===== src/rtl/serial_adder_pkg.sv =====
// rtl/serial_adder_pkg.sv - shared types and constants for the bit-serial adder
//
// Contents:
//   DEFAULT_WIDTH  default operand width in bits
//   state_t        control FSM states (IDLE, RUN, DONE)
package serial_adder_pkg;

  localparam int DEFAULT_WIDTH = 8;

  typedef enum logic [1:0] {
    IDLE = 2'd0,
    RUN  = 2'd1,
    DONE = 2'd2
  } state_t;

endpackage


===== src/rtl/fulladder.sv =====
// rtl/fulladder.sv - 1-bit full-adder cell
//
// Ports:
//   a, b, cin  input   addend bits and carry-in
//   s          output  sum bit
//   cout       output  carry-out
module fulladder (
  input  logic a,
  input  logic b,
  input  logic cin,
  output logic s,
  output logic cout
);

  assign s    = a ^ b ^ cin;
  assign cout = (a & b) | (a & cin) | (b & cin);

endmodule


===== src/rtl/serial_adder.sv =====
// rtl/serial_adder.sv - bit-serial adder, one bit per clock, LSB first
//
// Ports:
//   clk        input         rising-edge clock
//   reset      input         asynchronous active-high reset
//   in_valid   input         operands present
//   in_ready   output        high only while idle; accept = in_valid & in_ready
//   a, b       input  WIDTH  operands (unsigned or two's complement)
//   cin        input         carry-in
//   out_valid  output        high only while a finished result is held
//   out_ready  input         consumer takes the result
//   sum        output WIDTH  a + b + cin modulo 2^WIDTH
//   cout       output        carry out of the MSB
//   ovf        output        signed overflow (carry into MSB xor carry out)
module serial_adder
  import serial_adder_pkg::*;
#(
  parameter int WIDTH = DEFAULT_WIDTH
) (
  input  logic             clk,
  input  logic             reset,
  input  logic             in_valid,
  output logic             in_ready,
  input  logic [WIDTH-1:0] a,
  input  logic [WIDTH-1:0] b,
  input  logic             cin,
  output logic             out_valid,
  input  logic             out_ready,
  output logic [WIDTH-1:0] sum,
  output logic             cout,
  output logic             ovf
);

  localparam int CW = $clog2(WIDTH);
  localparam logic [CW-1:0] LAST_BIT = CW'(WIDTH - 1);
  localparam logic [CW-1:0] PENULT_BIT = CW'(WIDTH - 2);

  state_t state;
  state_t next_state;

  logic [WIDTH-1:0] a_sh;
  logic [WIDTH-1:0] b_sh;
  logic [WIDTH-1:0] res;
  logic [CW-1:0]    cnt;
  logic             carry;
  logic             c_msb;
  logic             cout_q;
  logic             ovf_q;
  logic             fa_s;
  logic             fa_c;
  logic             last_bit;

  assign last_bit = (cnt == LAST_BIT);

  fulladder u_fa (
    .a    (a_sh[0]),
    .b    (b_sh[0]),
    .cin  (carry),
    .s    (fa_s),
    .cout (fa_c)
  );

  always_ff @(posedge clk or posedge reset) begin
    if (reset) begin
      state <= IDLE;
    end else begin
      state <= next_state;
    end
  end

  always_comb begin
    next_state = state;
    case (state)
      IDLE:    if (in_valid)  next_state = RUN;
      RUN:     if (last_bit)  next_state = DONE;
      DONE:    if (out_ready) next_state = IDLE;
      default: next_state = IDLE;
    endcase
  end

  always_comb begin
    in_ready  = (state == IDLE);
    out_valid = (state == DONE);
  end

  // Datapath. The result register fills from the MSB end, so after WIDTH
  // shifts bit 0 of the operands has landed in res[0].
  always_ff @(posedge clk or posedge reset) begin
    if (reset) begin
      a_sh   <= '0;
      b_sh   <= '0;
      res    <= '0;
      cnt    <= '0;
      carry  <= 1'b0;
      c_msb  <= 1'b0;
      cout_q <= 1'b0;
      ovf_q  <= 1'b0;
    end else begin
      case (state)
        IDLE: begin
          if (in_valid) begin
            a_sh  <= a;
            b_sh  <= b;
            carry <= cin;
            cnt   <= '0;
          end
        end
        RUN: begin
          res   <= {fa_s, res[WIDTH-1:1]};
          a_sh  <= {1'b0, a_sh[WIDTH-1:1]};
          b_sh  <= {1'b0, b_sh[WIDTH-1:1]};
          carry <= fa_c;
          cnt   <= cnt + CW'(1);
          // The cell carry out of bit WIDTH-2 is the carry into the MSB.
          if (cnt == PENULT_BIT) begin
            c_msb <= fa_c;
          end
          if (last_bit) begin
            cout_q <= fa_c;
            ovf_q  <= c_msb ^ fa_c;
          end
        end
        default: ;
      endcase
    end
  end

  assign sum  = res;
  assign cout = cout_q;
  assign ovf  = ovf_q;

endmodule


===== config.mk =====
export PLATFORM = sky130hd
export DESIGN_NAME = serial_adder
export DESIGN_NICKNAME = d
export VERILOG_FILES = /design/src/rtl/serial_adder_pkg.sv /design/src/rtl/fulladder.sv /design/src/rtl/serial_adder.sv
export SDC_FILE = /design/constraint.sdc
export NUM_CORES = 1
export LEC_CHECK = 0
export CORE_ASPECT_RATIO = 0.8
export CORE_MARGIN = 2
export CORE_UTILIZATION = 45
export DETAILED_ROUTE_END_ITERATION = 7
export PLACE_DENSITY = 0.86
export SLEW_MARGIN = 40
export SYNTH_ARGS = -nofsm -noshare
export SYNTH_HDL_FRONTEND = slang
export SYNTH_HIERARCHICAL = 1
export SYNTH_SLANG_ARGS = --single-unit

===== constraint.sdc =====
create_clock -name clk -period 1.29 [get_ports clk]
set_input_delay 0.258 -clock clk [delete_from_list [all_inputs] [get_ports clk]]
set_output_delay 0.258 -clock clk [all_outputs]
set_load 0.05 [all_outputs]

======== Word-level counts from Yosys, hierarchy flattened ========
Cells that the tools add are included.
storage, ports and cells
  register bits ........................... 33
  bits of input ports ..................... 21
  output and inout bits ................... 12
  logic and storage cells ................. 43
cells by class
  add/sub/neg operators ................... 1
  equal/unequal tests ..................... 7
  muxes and demuxes ....................... 12
  bitwise logic cells ..................... 8
  reductions and logical operators ........ 6
operators with widths
  kind                                                                    count
  8-bit case mux with 2 select lines                                      2
  8-bit two-way mux                                                       2
  3-bit equality test (second input constant)                             2
  2-bit two-way mux                                                       3
  2-bit case mux with 3 select lines                                      1
  3-bit case mux with 2 select lines                                      1
  2-bit AND reduction                                                     3
  2-bit != test (second input constant)                                   2
  3-bit by 1-bit adder with 3-bit output (second input constant)          1
  1-bit AND                                                               3
  3-bit two-way mux                                                       1
  3-bit AND reduction                                                     1
  1-bit XOR                                                               3
  2-bit by 1-bit equality test with 1-bit output (second input constant)  1
  2-bit equality test (second input constant)                             1
  2-bit logical NOT                                                       1
  2-bit by 1-bit != test with 1-bit output (second input constant)        1
  1-bit OR                                                                2
  1-bit case mux with 2 select lines                                      1
  2-bit nonzero test                                                      1
  1-bit two-way mux                                                       1

======== Longest topological paths before layout ========
  word-level depth ........................ 4
  depth in mapped cells ................... 5
  depth with buffers taken out ............ 4

======== By module ========
The synthesis kept the hierarchy.
modules (own cells, without submodules)
  module        times used  cells each  area each (µm²)  seq. area each (µm²)
  serial_adder  1           153         1514.0           825.8
  fulladder     1           1           20.0             0.0

======== Worst setup path before layout ========
Ideal clock, no wire load.
  kind .................................... reg2reg
  from .................................... register state[0]
  to ...................................... register a_sh[5]
  setup time .............................. 0.123 ns
  arrival ................................. 1.620 ns
  required time ........................... 1.167 ns
  slack ................................... -0.452 ns
  stages on the path, launching flop included .. 5
  buffers on the path ..................... 1
  clock period less this slack ............ 1.742 ns
  cell sequence ........................... dfrtp_1 > buf_2 > nor2_1 > nand3b_1 > o221a_2
between the ends
  longest elaborated chain between the ends .. 3
  elaborated cells between the ends (all ways) .. 6
  classes of those cells .................. 2 x eq/ne; 1 x mux; 3 x reduce/logical
ends and longest elaborated chain
  item                                                           RTL line             source
  start, declared                                                serial_adder.sv:38   state_t state;
  start signal, assigned                                         serial_adder.sv:67   state <= next_state;
  2-bit logical NOT *                                            --
  via in_ready                                                   serial_adder.sv:23   output logic in_ready,
  2-bit != test (no line) or 2-bit nonzero test (tied branches)  --
  2-bit AND reduction (no line)                                  --
  end signal, assigned                                           serial_adder.sv:110  a_sh <= {1'b0, a_sh[WIDTH-1:1]};
  end, declared                                                  serial_adder.sv:41   logic [WIDTH-1:0] a_sh;
Mark *: on every way through the listed nets, which the timed path passes. The rest lies on a longest branch.
A chain may end at the register's enable or synchronous reset.

======== Worst setup path in the final report ========
  from .................................... register state[0]
  to ...................................... output port in_ready
between the ends
  longest elaborated chain between the ends .. 1
ends and longest elaborated chain
  item               RTL line            source
  2-bit logical NOT  serial_adder.sv:82  in_ready = (state == IDLE);
  end, declared      serial_adder.sv:23
Every way passes these cells.

==> summary.md <==
| Metric | Value |
|---|---|
| Final number of max-transition violations | 0 |
| Via count normalized by instance count | 5.62 |
| Status | complete, but fails checks |
| Xor and xnor area share after synthesis | 0.00571 |
| Post-synthesis sequential area ratio | 0.538 |
| CP startpoint kind | flip-flop |
| Gpl congestion | 0.806 |
| IO Port Bufs | 32 |
| Total area of sequential cells | 828 sq um |
| Transition time at the pin with the least slew margin | 0.318 ns |
| Mean routed wirelength per cell | 17.2 um |
| Highest ir drop seen on vdd | 1.52 mV |
| Pwr/cell area | 2570 nW/um^2 |
| Wire length of the first global-routing pass | 6.79 mm |
| Die H | 56.2 um |
| Synth Area in Adders | 0.0375 |
| Final wirelength | 4.31 mm |
| Clock transition at the registers of the reported paths | 0.07 ns |
| Number of max-cap violations | 0 |
| Compound-cell area share of the yosys netlist | 0.0791 |
| Boundary Pins | 33 |
| Total overflow reported by the global router | 0 |
| Number of unique standard cell types used by synthesis | 30 |
| Category of the most critical setup path | reg2out |
| Post-synthesis cell type with the largest combined area | sky130_fd_sc_hd__dfrtp_1 |
| Die Width | 69.3 um |
| Main area contributors after synthesis | sky130_fd_sc_hd__dfrtp_1 54%, sky130_fd_sc_hd__nor3_1 7.2%, sky130_fd_sc_hd__nand2_1 6.6% |
| Clock buffer count from CTS | 5 |
| Number of inserted diodes | 0 |
| Final worst-path cycle share | 1.11 |
| Proportion of synthesized area in mux cells | 0.0245 |
| Data arrival time of the critical path | 1.17 ns |
| Synthesized instance count | 154 |
| Core area | 3180 sq um |
| Avg Inst Size Synth | 9.96 sq um |
| Count of antenna-violating nets left after detailed routing | 0 |
| Row cnt | 18 |
| Final Setup Violations | 14 |
| Area fraction in and, or, nand and nor cells after synthesis | 0.271 |
| Tot GR Track Use | 0.228 |
| RSZ-0062 raised after global routing | yes |
| Number of nets in the synthesized netlist | 179 |
| CTS tree | yes |
| CP Capture Type | output port |
| Vias in the first global route | 1430 |
| Post-synth top area share | 0.538 |
| Buffer cell driving the clock tree root | sky130_fd_sc_hd__clkbuf_8 |
| Post-layout total power | 6.19 mW |
| YS warnings | 6 |
| Final WS setup | -0.141 ns |
| # DRC | 0 |
| Leakage power | 1.08 nW |
| Number of nets in the layout | 235 |
| Max-Slew Margin vs Limit | 0.788 |
| Number of levels the H-tree was split into | 2 |
| Worst-case clock skew | 0.00839 ns |
| Largest fanout on the critical path | 4 |
| Clock insertion delay at the later pin of the skew report | 0.30 ns |
| Effective utilization at floorplan | 0.483 |
| Required time reported for the critical path endpoint | 1.03 ns |
| Largest net degree at the start of global routing | 34 |
| Synth-to-Final Area Change | 56.9% |
| Detailed placement HPWL | 2.56 mm |
| Most common cell after layout, fill and taps aside | sky130_fd_sc_hd__dfrtp_1 |
| Detailed Routing Iterations Pass 1 | 4 |
| Area of combinational cells with multiple inputs | 738 sq um |
| Initial drt markers | 124 |
| Antenna violations before repair | 0 |
| Share of final-layout standard cells stronger than drive strength 1 | 0.336 |
| Overall die area | 3890 sq um |
| Shortest clock period the worst path allows after layout | 1.43 ns |
| Worst Hold Margin | 0.296 ns |
| Peak clock frequency supported by timing | 0.699 GHz |
| Final number of hold-violating endpoints | 0 |
| Class of the tightest hold or removal check | in2async |
| Maximum count of clock buffers along a single path | 2 |
| Post-synthesis sequential element count | 33 |
| Vias | 1411 |
| Clock sink count | 33 |
| Main combinational cell family by area after synthesis | simple AND/OR/NAND/NOR gates |
| Combined area of all synthesized cells | 1530 sq um |
| Commonest cells after routing, fill and taps aside | 31 x sky130_fd_sc_hd__dfrtp_1, 26 x sky130_fd_sc_hd__nand2_1, 20 x sky130_fd_sc_hd__clkdlybuf4s50_1 |
| Final-layout fill cell count | 171 |
| Failing checks | negative setup slack |
[synthesized netlist by cell type]
cell type / count
sky130_fd_sc_hd__o21bai_1: 1
sky130_fd_sc_hd__nor3b_1: 13
sky130_fd_sc_hd__nand3_2: 1
sky130_fd_sc_hd__clkbuf_1: 3
sky130_fd_sc_hd__a21oi_1: 3
sky130_fd_sc_hd__fa_1: 1
sky130_fd_sc_hd__and2b_1: 1
sky130_fd_sc_hd__nor2b_1: 1
sky130_fd_sc_hd__nor3_1: 22
sky130_fd_sc_hd__nand3b_1: 1
sky130_fd_sc_hd__nor2_1: 11
sky130_fd_sc_hd__xor2_1: 1
sky130_fd_sc_hd__dfrtp_1: 33
sky130_fd_sc_hd__mux2_4: 1
sky130_fd_sc_hd__o22a_1: 2
sky130_fd_sc_hd__buf_2: 6
sky130_fd_sc_hd__buf_4: 1
sky130_fd_sc_hd__nand2b_1: 4
sky130_fd_sc_hd__nor4b_1: 1
sky130_fd_sc_hd__a32o_1: 2
sky130_fd_sc_hd__o32ai_1: 1
sky130_fd_sc_hd__o221a_2: 1
sky130_fd_sc_hd__nand2_1: 27
sky130_fd_sc_hd__inv_1: 5
sky130_fd_sc_hd__o21ba_2: 1
sky130_fd_sc_hd__ha_1: 3
sky130_fd_sc_hd__mux2_2: 2
sky130_fd_sc_hd__a211oi_1: 1
sky130_fd_sc_hd__o21ai_0: 3
sky130_fd_sc_hd__a22o_1: 1
[power breakdown]
part / switching, mW / internal (mW)
Combinational: 1.72 / 1.74
Sequential: 0.432 / 1.52
Clock: 0.401 / 0.374
[registers in the layout, indices dropped and copies added (netlist names)]
| signal | count |
|---|---|
| cnt | 3 |
| sum | 8 |
| ovf | 1 |
| b_sh | 8 |
| state | 2 |
| carry | 1 |
| a_sh | 8 |
| cout | 1 |
| c_msb | 1 |
[cell families after synthesis]
logic type,Yosys count
simple gates,82
mux,3
compound gates,16
flops,33
xor+xnor,1
fa+ha+maj,4
buf+inv,15
[per-layer routing]
layer / wire [um] / GRT usage / vias up / share of wire
met4: 131 / 0.101 / 0 / 0.030
met1: 1720 / 0.269 / 709 / 0.40
met3: 252 / 0.0833 / 16 / 0.058
met5: 0 / 0 / - / 0
met2: 2200 / 0.375 / 52 / 0.51
li1: - / - / 634 / -
[stage by stage]
step / area [sq um] / TNS, ns / setup WS (ns) / cells / utilization
after floorplan: 1540 / -0.0314 / -0.0170 / 154 / -
after global placement: 2140 / -2.64 / -0.171 / 235 / 0.674
after detailed placement: 2140 / -4.48 / -0.305 / 235 / 0.674
after CTS: 2290 / -0.344 / -0.142 / 247 / 0.721
after global routing: 2410 / -1.77 / -0.173 / 251 / 0.758
final: 2410 / -0.767 / -0.141 / 251 / 0.758
[worst max-delay path, stage by stage (launching register included)]
cell	delay [ns]
sky130_fd_sc_hd__dfrtp_2	0.45
sky130_fd_sc_hd__buf_6	0.14
sky130_fd_sc_hd__nor2_4	0.13
sky130_fd_sc_hd__buf_12	0.15
[final timing paths]
kind / from / to / slack (ns) / cells past startpoint
hold reg to reg: b_sh[7]$_DFFE_PP0P_ / b_sh[7]$_DFFE_PP0P_ / 0.50 / 1
setup reg to reg: state[0]$_DFFE_PP0P_ / b_sh[5]$_DFFE_PP0P_ / -0.10 / 4
min in group clk: b_sh[7]$_DFFE_PP0P_ / b_sh[7]$_DFFE_PP0P_ / 0.50 / 1
hold / removal: reset / sum[6]$_DFFE_PP0P_ / 0.30 / 3
setup / recovery: state[0]$_DFFE_PP0P_ / in_ready / -0.14 / 3
max in group asynchronous: reset / state[0]$_DFFE_PP0P_ / 0.80 / 3
[timing repair]
item	4_1_cts	5_1_grt
hold buffers	0	0
setup buffers	4	4
pin swaps	2	4
setup endpoints to repair	4	31
resized for setup	12	18
[layout make-up]
cell class,count,share of cell area
clock buffer,6,0.0302
clock inverter,2,0.00416
inverter,5,0.00884
multi-input combinational,106,0.307
sequential,33,0.344
tap,40,0.0208
timing repair buffer,59,0.285
Power figures use the tool's default switching activity.
